### config.mk
export PLATFORM = sky130hd
export DESIGN_NAME = data_mem_ctrl_flat
export DESIGN_NICKNAME = d
export VERILOG_FILES = /design/src/rtl/data_mem_ctrl_if.sv /design/src/rtl/data_mem_ctrl.sv /design/src/flat_wrapper.sv
export SDC_FILE = /design/constraint.sdc
export NUM_CORES = 2
export LEC_CHECK = 0
export CAP_MARGIN = 25
export CORE_UTILIZATION = 45
export CTS_CLUSTER_SIZE = 30
export DETAILED_ROUTE_END_ITERATION = 8
export GPL_TIMING_DRIVEN = 0
export PLACE_DENSITY_LB_ADDON = 0.05
export SYNTH_ARGS = -nofsm -noshare
export SYNTH_HDL_FRONTEND = slang
export SYNTH_SLANG_ARGS = --single-unit
export TNS_END_PERCENT = 30
### constraint.sdc
create_clock -name clock -period 10.4 [get_ports clock]
set_clock_uncertainty 0.05 [all_clocks]
set_input_delay 2.08 -clock clock [delete_from_list [all_inputs] [get_ports clock]]
set_output_delay 2.08 -clock clock [all_outputs]
set_load 0.02 [all_outputs]
### src/rtl/data_mem_ctrl_if.sv
// Request/response bus between a MEM-stage client (master) and data_mem_ctrl (slave).
// Latency: none, wires only.
// Backpressure: req_ready from the slave, resp_ready from the master.
interface data_mem_ctrl_if #(
    parameter int DATA_WIDTH = 8,
    parameter int ADDR_WIDTH = 8
);
    logic                  req_valid;
    logic                  req_ready;
    logic                  req_write;
    logic [ADDR_WIDTH-1:0] req_addr;
    logic [DATA_WIDTH-1:0] req_wdata;
    logic                  resp_valid;
    logic                  resp_ready;
    logic [DATA_WIDTH-1:0] resp_rdata;
    logic                  init_done;

    modport master (
        output req_valid, req_write, req_addr, req_wdata, resp_ready,
        input  req_ready, resp_valid, resp_rdata, init_done
    );

    modport slave (
        input  req_valid, req_write, req_addr, req_wdata, resp_ready,
        output req_ready, resp_valid, resp_rdata, init_done
    );
endinterface

### src/rtl/data_mem_ctrl.sv
// Single-port data memory with a power-up clear sweep and a request/response handshake.
// Latency: access LATENCY edges after acceptance, response valid from that cycle.
// Backpressure: one request in flight; response is held while resp_ready is low.
module data_mem_ctrl #(
    parameter int                    DATA_WIDTH = 8,
    parameter int                    ADDR_WIDTH = 8,
    parameter int                    LATENCY    = 2,
    parameter logic [DATA_WIDTH-1:0] INIT_VALUE = '0
) (
    input  logic            clock,
    input  logic            reset_n,
    data_mem_ctrl_if.slave  bus
);
    localparam int         DEPTH    = 1 << ADDR_WIDTH;
    localparam logic [3:0] LAT_LOAD = 4'(LATENCY - 1);

    typedef enum logic [1:0] {ST_INIT, ST_IDLE, ST_WAIT, ST_RESP} state_t;

    state_t                state_q, state_d;
    logic [ADDR_WIDTH-1:0] sweep_q, sweep_d;
    logic [3:0]            cnt_q, cnt_d;
    logic                  wr_q, wr_d;
    logic [ADDR_WIDTH-1:0] addr_q, addr_d;
    logic [DATA_WIDTH-1:0] wdata_q, wdata_d;
    logic [DATA_WIDTH-1:0] rdata_q, rdata_d;
    logic                  init_done_q, init_done_d;

    logic [DATA_WIDTH-1:0] mem_q [DEPTH];
    logic                  mem_we;
    logic [ADDR_WIDTH-1:0] mem_waddr;
    logic [DATA_WIDTH-1:0] mem_wdata;

    always_comb begin
        state_d     = state_q;
        sweep_d     = sweep_q;
        cnt_d       = cnt_q;
        wr_d        = wr_q;
        addr_d      = addr_q;
        wdata_d     = wdata_q;
        rdata_d     = rdata_q;
        init_done_d = init_done_q;
        mem_we      = 1'b0;
        mem_waddr   = addr_q;
        mem_wdata   = wdata_q;

        case (state_q)
            ST_INIT: begin
                mem_we    = 1'b1;
                mem_waddr = sweep_q;
                mem_wdata = INIT_VALUE;
                sweep_d   = sweep_q + ADDR_WIDTH'(1);
                if (sweep_q == '1) begin
                    state_d     = ST_IDLE;
                    init_done_d = 1'b1;
                end
            end
            ST_IDLE: begin
                if (bus.req_valid) begin
                    wr_d    = bus.req_write;
                    addr_d  = bus.req_addr;
                    wdata_d = bus.req_wdata;
                    cnt_d   = LAT_LOAD;
                    state_d = ST_WAIT;
                end
            end
            ST_WAIT: begin
                if (cnt_q != 4'd0) begin
                    cnt_d = cnt_q - 4'd1;
                end else begin
                    // Writes echo their data so the client sees a uniform response.
                    if (wr_q) begin
                        mem_we  = 1'b1;
                        rdata_d = wdata_q;
                    end else begin
                        rdata_d = mem_q[addr_q];
                    end
                    state_d = ST_RESP;
                end
            end
            ST_RESP: begin
                if (bus.resp_ready) begin
                    state_d = ST_IDLE;
                end
            end
            default: state_d = ST_INIT;
        endcase

        // Reset wins over a completing write; the sweep rewrites the array anyway.
        if (!reset_n) begin
            mem_we = 1'b0;
        end
    end

    always_ff @(posedge clock) begin
        if (!reset_n) begin
            state_q     <= ST_INIT;
            sweep_q     <= '0;
            cnt_q       <= 4'd0;
            wr_q        <= 1'b0;
            addr_q      <= '0;
            wdata_q     <= '0;
            rdata_q     <= '0;
            init_done_q <= 1'b0;
        end else begin
            state_q     <= state_d;
            sweep_q     <= sweep_d;
            cnt_q       <= cnt_d;
            wr_q        <= wr_d;
            addr_q      <= addr_d;
            wdata_q     <= wdata_d;
            rdata_q     <= rdata_d;
            init_done_q <= init_done_d;
        end
    end

    always_ff @(posedge clock) begin
        if (mem_we) begin
            mem_q[mem_waddr] <= mem_wdata;
        end
    end

    assign bus.req_ready  = (state_q == ST_IDLE);
    assign bus.resp_valid = (state_q == ST_RESP);
    assign bus.resp_rdata = rdata_q;
    assign bus.init_done  = init_done_q;
endmodule

### src/flat_wrapper.sv
// flat-port wrapper written by rule: the top's interface ports become plain ports
module data_mem_ctrl_flat 
#(
    parameter int                    DATA_WIDTH = 8,
    parameter int                    ADDR_WIDTH = 8,
    parameter int                    LATENCY    = 2,
    parameter logic [DATA_WIDTH-1:0] INIT_VALUE = '0
)
  (clock, reset_n, bus_req_valid, bus_req_write, bus_req_addr, bus_req_wdata, bus_resp_ready, bus_req_ready, bus_resp_valid, bus_resp_rdata, bus_init_done);
  data_mem_ctrl_if #(.DATA_WIDTH(DATA_WIDTH), .ADDR_WIDTH(ADDR_WIDTH)) bus_i ();
  input  logic clock;
  input  logic reset_n;
  input wire logic [$bits(bus_i.req_valid)-1:0] bus_req_valid;
  input wire logic [$bits(bus_i.req_write)-1:0] bus_req_write;
  input wire logic [$bits(bus_i.req_addr)-1:0] bus_req_addr;
  input wire logic [$bits(bus_i.req_wdata)-1:0] bus_req_wdata;
  input wire logic [$bits(bus_i.resp_ready)-1:0] bus_resp_ready;
  output wire logic [$bits(bus_i.req_ready)-1:0] bus_req_ready;
  output wire logic [$bits(bus_i.resp_valid)-1:0] bus_resp_valid;
  output wire logic [$bits(bus_i.resp_rdata)-1:0] bus_resp_rdata;
  output wire logic [$bits(bus_i.init_done)-1:0] bus_init_done;
  assign bus_i.req_valid = bus_req_valid;
  assign bus_i.req_write = bus_req_write;
  assign bus_i.req_addr = bus_req_addr;
  assign bus_i.req_wdata = bus_req_wdata;
  assign bus_i.resp_ready = bus_resp_ready;
  assign bus_req_ready = bus_i.req_ready;
  assign bus_resp_valid = bus_i.resp_valid;
  assign bus_resp_rdata = bus_i.resp_rdata;
  assign bus_init_done = bus_i.init_done;
  data_mem_ctrl #(.DATA_WIDTH(DATA_WIDTH), .ADDR_WIDTH(ADDR_WIDTH), .LATENCY(LATENCY), .INIT_VALUE(INIT_VALUE)) u_core (.clock(clock), .reset_n(reset_n), .bus(bus_i));
endmodule
==> out/metrics.json <==
{
  "outcome": {
    "status": "completed"
  },
  "clocking": {
    "cts-htree-levels": 4,
    "cts.sinks": 2088,
    "clk_root_buffer_cell": "sky130_fd_sc_hd__clkbuf_16",
    "source_to_sink_clock_delay_at_the_later_pin_of_the_worst_skew_pair_ns": 0.90,
    "max-clock-path-buffers": 3,
    "hold_buffers_post_cts": 0,
    "clock_tree_from_tritoncts": "done",
    "clkSlewWorstSetupHoldPaths_ns": 0.07,
    "cts.repair.resized": 0,
    "post-cts-setup-buffers": 0,
    "cts_made_buffers": 217
  },
  "routing": {
    "drt_first_iter_violations": 10573,
    "drt-vias-per-instance": 6.94,
    "route.detailed.drc": 0,
    "drt-wirelength-per-cell_um": 51.2,
    "postRouteWirelength_um": 371000,
    "detail_route.first_pass.iterations": 7,
    "final_antenna_net_count": 0,
    "via_count": 50366
  },
  "logic_synthesis": {
    "post-synth-top-area-fraction": 0.744,
    "top_ff_cell_synth": "sky130_fd_sc_hd__edfxtp_1",
    "post_synth_num_cell_types": 76,
    "ys_async_sr_fraction": 0,
    "share_of_synthesized_area_occupied_by_flip_flops_and_latches": 0.753,
    "number_of_flops_mapped_to_enable_cells_by_yosys": 2048,
    "yosys_warnings": 0,
    "syn-cell-area_mm2": 0.0827,
    "syn_avg_cell_area_um2": 19.6,
    "synth_nets": 4252,
    "postSynthCellCount": 4223,
    "synth_largest_area_cell": "sky130_fd_sc_hd__edfxtp_1",
    "number_of_register_bits_inferred_by_synthesis": 2088,
    "yosys-top-cells-area": "sky130_fd_sc_hd__edfxtp_1 74%, sky130_fd_sc_hd__mux4_2 10%, sky130_fd_sc_hd__mux2i_1 3.1%"
  },
  "worst_setup_path": {
    "worst-endpoint-arrival_ns": 7.53,
    "timing.critical_path.required_ns": 10.84,
    "r2r_cells": 10,
    "timing.rr.start": "u_core.addr_q[1]$_SDFFE_PN0P_",
    "timing.critical_path.fanout_max": 10,
    "reg2reg_to": "u_core.mem_q[187][7]$_DFFE_PP_",
    "criticalPathCategory": "flip-flop to flip-flop",
    "end_kind": "flip-flop",
    "regToRegSetupSlack_ns": 3.31,
    "setup.worst_path.start_class": "flip-flop"
  },
  "timing": {
    "finalSetupViolCount": 0,
    "fin_setup_tns_ns": 0,
    "finalCriticalPeriod_ns": 7.09,
    "max_freq_mhz": 141,
    "tightest_slew_ns": 1.29,
    "slew_headroom": 0.135,
    "fin_crit_sh": 0.681,
    "setup_repair_after_global_routing_missed_its_margin": "false",
    "hold_viol": 0,
    "timing_max_transition_violations_final": 0
  },
  "grt": {
    "grt_first_pass_wirelength_um": 470000,
    "grt_usage": 0.399,
    "grt_pass1_vias": 45293,
    "grt_start_max_net_pins": 45,
    "number_of_antenna_violations_at_the_first_check_in_global_routing": 45,
    "grt_remaining_overflow": 0
  },
  "worst_hold_path": {
    "min_path_type": "flip-flop to flip-flop",
    "worstHoldEndpoint": "u_core.wr_q$_SDFFE_PN0P_",
    "worst_min_delay_path_startpoint": "u_core.wr_q$_SDFFE_PN0P_",
    "timing.hold.worst_path_depth": 2
  },
  "die": {
    "placeableCoreArea_mm2": 0.182,
    "rows": 156,
    "fp.dieArea_mm2": 0.185,
    "design.portCount": 32,
    "die_width_um": 431,
    "fp.dieH_um": 431,
    "initial_utilization": 0.455
  },
  "layout": {
    "nFillCells": 14547,
    "finish.utilization": 0.524,
    "finalNetCount": 4626,
    "area.growth.synth_to_final_pct": 15.2,
    "post_route_cells_drive_above_1_share": 0.221
  },
  "power_and_ir_drop": {
    "vdd_ir_drop_max_uv": 146,
    "power.density_cell_area_mw_per_mm2": 179,
    "cellLeakagePower_nw": 32.7
  },
  "place": {
    "place_hpwl_um": 247000,
    "numPortBuffers": 31,
    "gp_congestion": 1.07
  },
  "job": {
    "maxCapViolCount": 0
  }
}
## cell type report
class / instances / area [µm²] / share of cell area
flip-flops and latches: 2088 / 62300 / 0.654
multi-input cells: 1862 / 18600 / 0.195
clock buffers: 269 / 5770 / 0.0606
well taps: 2449 / 3060 / 0.0322
repair buffers: 155 / 2260 / 0.0237
plain buffers: 256 / 1850 / 0.0194
clock inverters: 134 / 1280 / 0.0135
inverters: 17 / 63.8 / 0.000670
diodes: 23 / 57.6 / 0.000604
## cells in the mapped netlist (all sizes together) (5+ instances only)
master and instances:
clkbuf 71, and3 10, o21ai 52, nand3 33, a22oi 14, inv 17, a221oi 14, o221ai 50
a211oi 27, dfxtp 40, o31ai 7, xnor2 11, edfxtp 2048, nand4 16, ha 8, nor2 320
xor2 5, mux4 411, nor3 37, nand2 220, o21a 7, a21oi 68, and2 18, a31oi 20
a2111oi 13, buf 185, a21boi 19, a311oi 7, nor4 17, nand2b 10, mux2 24, nor2b 28
o2111ai 5, mux2i 252, o22ai 70, o211ai 20
## critical path, cell delays in order (launching register included)
cell,delay [ns]
sky130_fd_sc_hd__dfxtp_1,0.31
sky130_fd_sc_hd__buf_4,0.29
sky130_fd_sc_hd__buf_4,0.44
sky130_fd_sc_hd__buf_2,0.91
sky130_fd_sc_hd__buf_2,0.94
sky130_fd_sc_hd__buf_4,0.65
sky130_fd_sc_hd__nand3b_1,0.14
sky130_fd_sc_hd__a21oi_1,0.36
sky130_fd_sc_hd__nand2_1,0.74
sky130_fd_sc_hd__buf_2,0.74
sky130_fd_sc_hd__nor2_1,0.98
## state kept, by name, summed over array words and instances, names as in the netlist
register,flops
u_core.bus.resp_rdata,8
u_core.state_q,2
u_core.sweep_q,8
u_core.cnt_q,4
u_core.mem_q,2048
u_core.addr_q,8
u_core.wdata_q,8
u_core.wr_q,1
u_core.bus.init_done,1
## placed cells by master, fill, tap and decap left out, types with 57 or more instances in the layout
cell type                      n
sky130_fd_sc_hd__mux2i_1     252
sky130_fd_sc_hd__edfxtp_1   2048
sky130_fd_sc_hd__buf_2        90
sky130_fd_sc_hd__a21oi_1      68
sky130_fd_sc_hd__o22ai_1      69
sky130_fd_sc_hd__nand2_1     220
sky130_fd_sc_hd__nor2_1      318
sky130_fd_sc_hd__clkbuf_1     91
sky130_fd_sc_hd__buf_12       57
sky130_fd_sc_hd__mux4_2      372
sky130_fd_sc_hd__clkbuf_16   222
sky130_fd_sc_hd__buf_6        62
## kinds of logic after synthesis
group,share of synthesized area
AND/OR/NAND/NOR,0.0379
buffers and inverters,0.0227
AO/OA/AOI/OAI,0.0357
adder cells (fa/ha/maj),0.00121
XOR/XNOR,0.00169
multiplexers,0.147
flip-flops,0.753
## through the flow
| stage | cell area, µm² | power (mW) | setup slack [ns] | hold slack [ns] | std cells |
|---|---|---|---|---|---|
| after floorplan | 82700 | 9.31 | 1.74 | 0.389 | 4223 |
| after detailed placement | 88000 | 9.35 | 3.72 | 0.412 | 6808 |
| after global routing | 95200 | 17.4 | 3.66 | 0.443 | 7232 |
| final | 95300 | 17.1 | 3.31 | 0.424 | 7253 |
| after global placement | 86100 | 9.35 | -8.01 | 0.402 | 6703 |
| after CTS | 95000 | 17.1 | 3.69 | 0.423 | 7211 |
## per-layer routing
layer | track usage | up-vias | routed length, µm
li1 | - | 18142 | -
met1 | 0.529 | 26786 | 138000
met2 | 0.554 | 4377 | 156000
met3 | 0.150 | 1033 | 50400
met4 | 0.243 | 28 | 26400
met5 | 0.0120 | - | 414
## report_power, final
part / internal, mW / switching (mW) / leakage (nW) / total [mW]
registers: 9.10 / 0.00128 / 22.8 / 9.10
logic: 0.0198 / 0.0615 / 6.48 / 0.0814
clock network: 4.45 / 3.45 / 3.46 / 7.90
total: 13.6 / 3.51 / 32.7 / 17.1
## how the worst max path moves through the flow
stage	start	end	slack [ns]	cells after the start
after detailed placement	u_core.addr_q[1]$_SDFFE_PN0P_	u_core.mem_q[139][2]$_DFFE_PP_	3.72	10
after global placement	u_core.state_q[0]$_SDFFE_PN0P_	u_core.mem_q[106][0]$_DFFE_PP_	-8.01	4
after global routing	u_core.addr_q[1]$_SDFFE_PN0P_	u_core.mem_q[155][4]$_DFFE_PP_	3.66	10
after floorplan	u_core.state_q[0]$_SDFFE_PN0P_	u_core.mem_q[0][2]$_DFFE_PP_	1.74	4
final	u_core.addr_q[1]$_SDFFE_PN0P_	u_core.mem_q[187][7]$_DFFE_PP_	3.31	10
after CTS	u_core.addr_q[1]$_SDFFE_PN0P_	u_core.mem_q[139][2]$_DFFE_PP_	3.69	10
(Power assumes the default switching activity.)
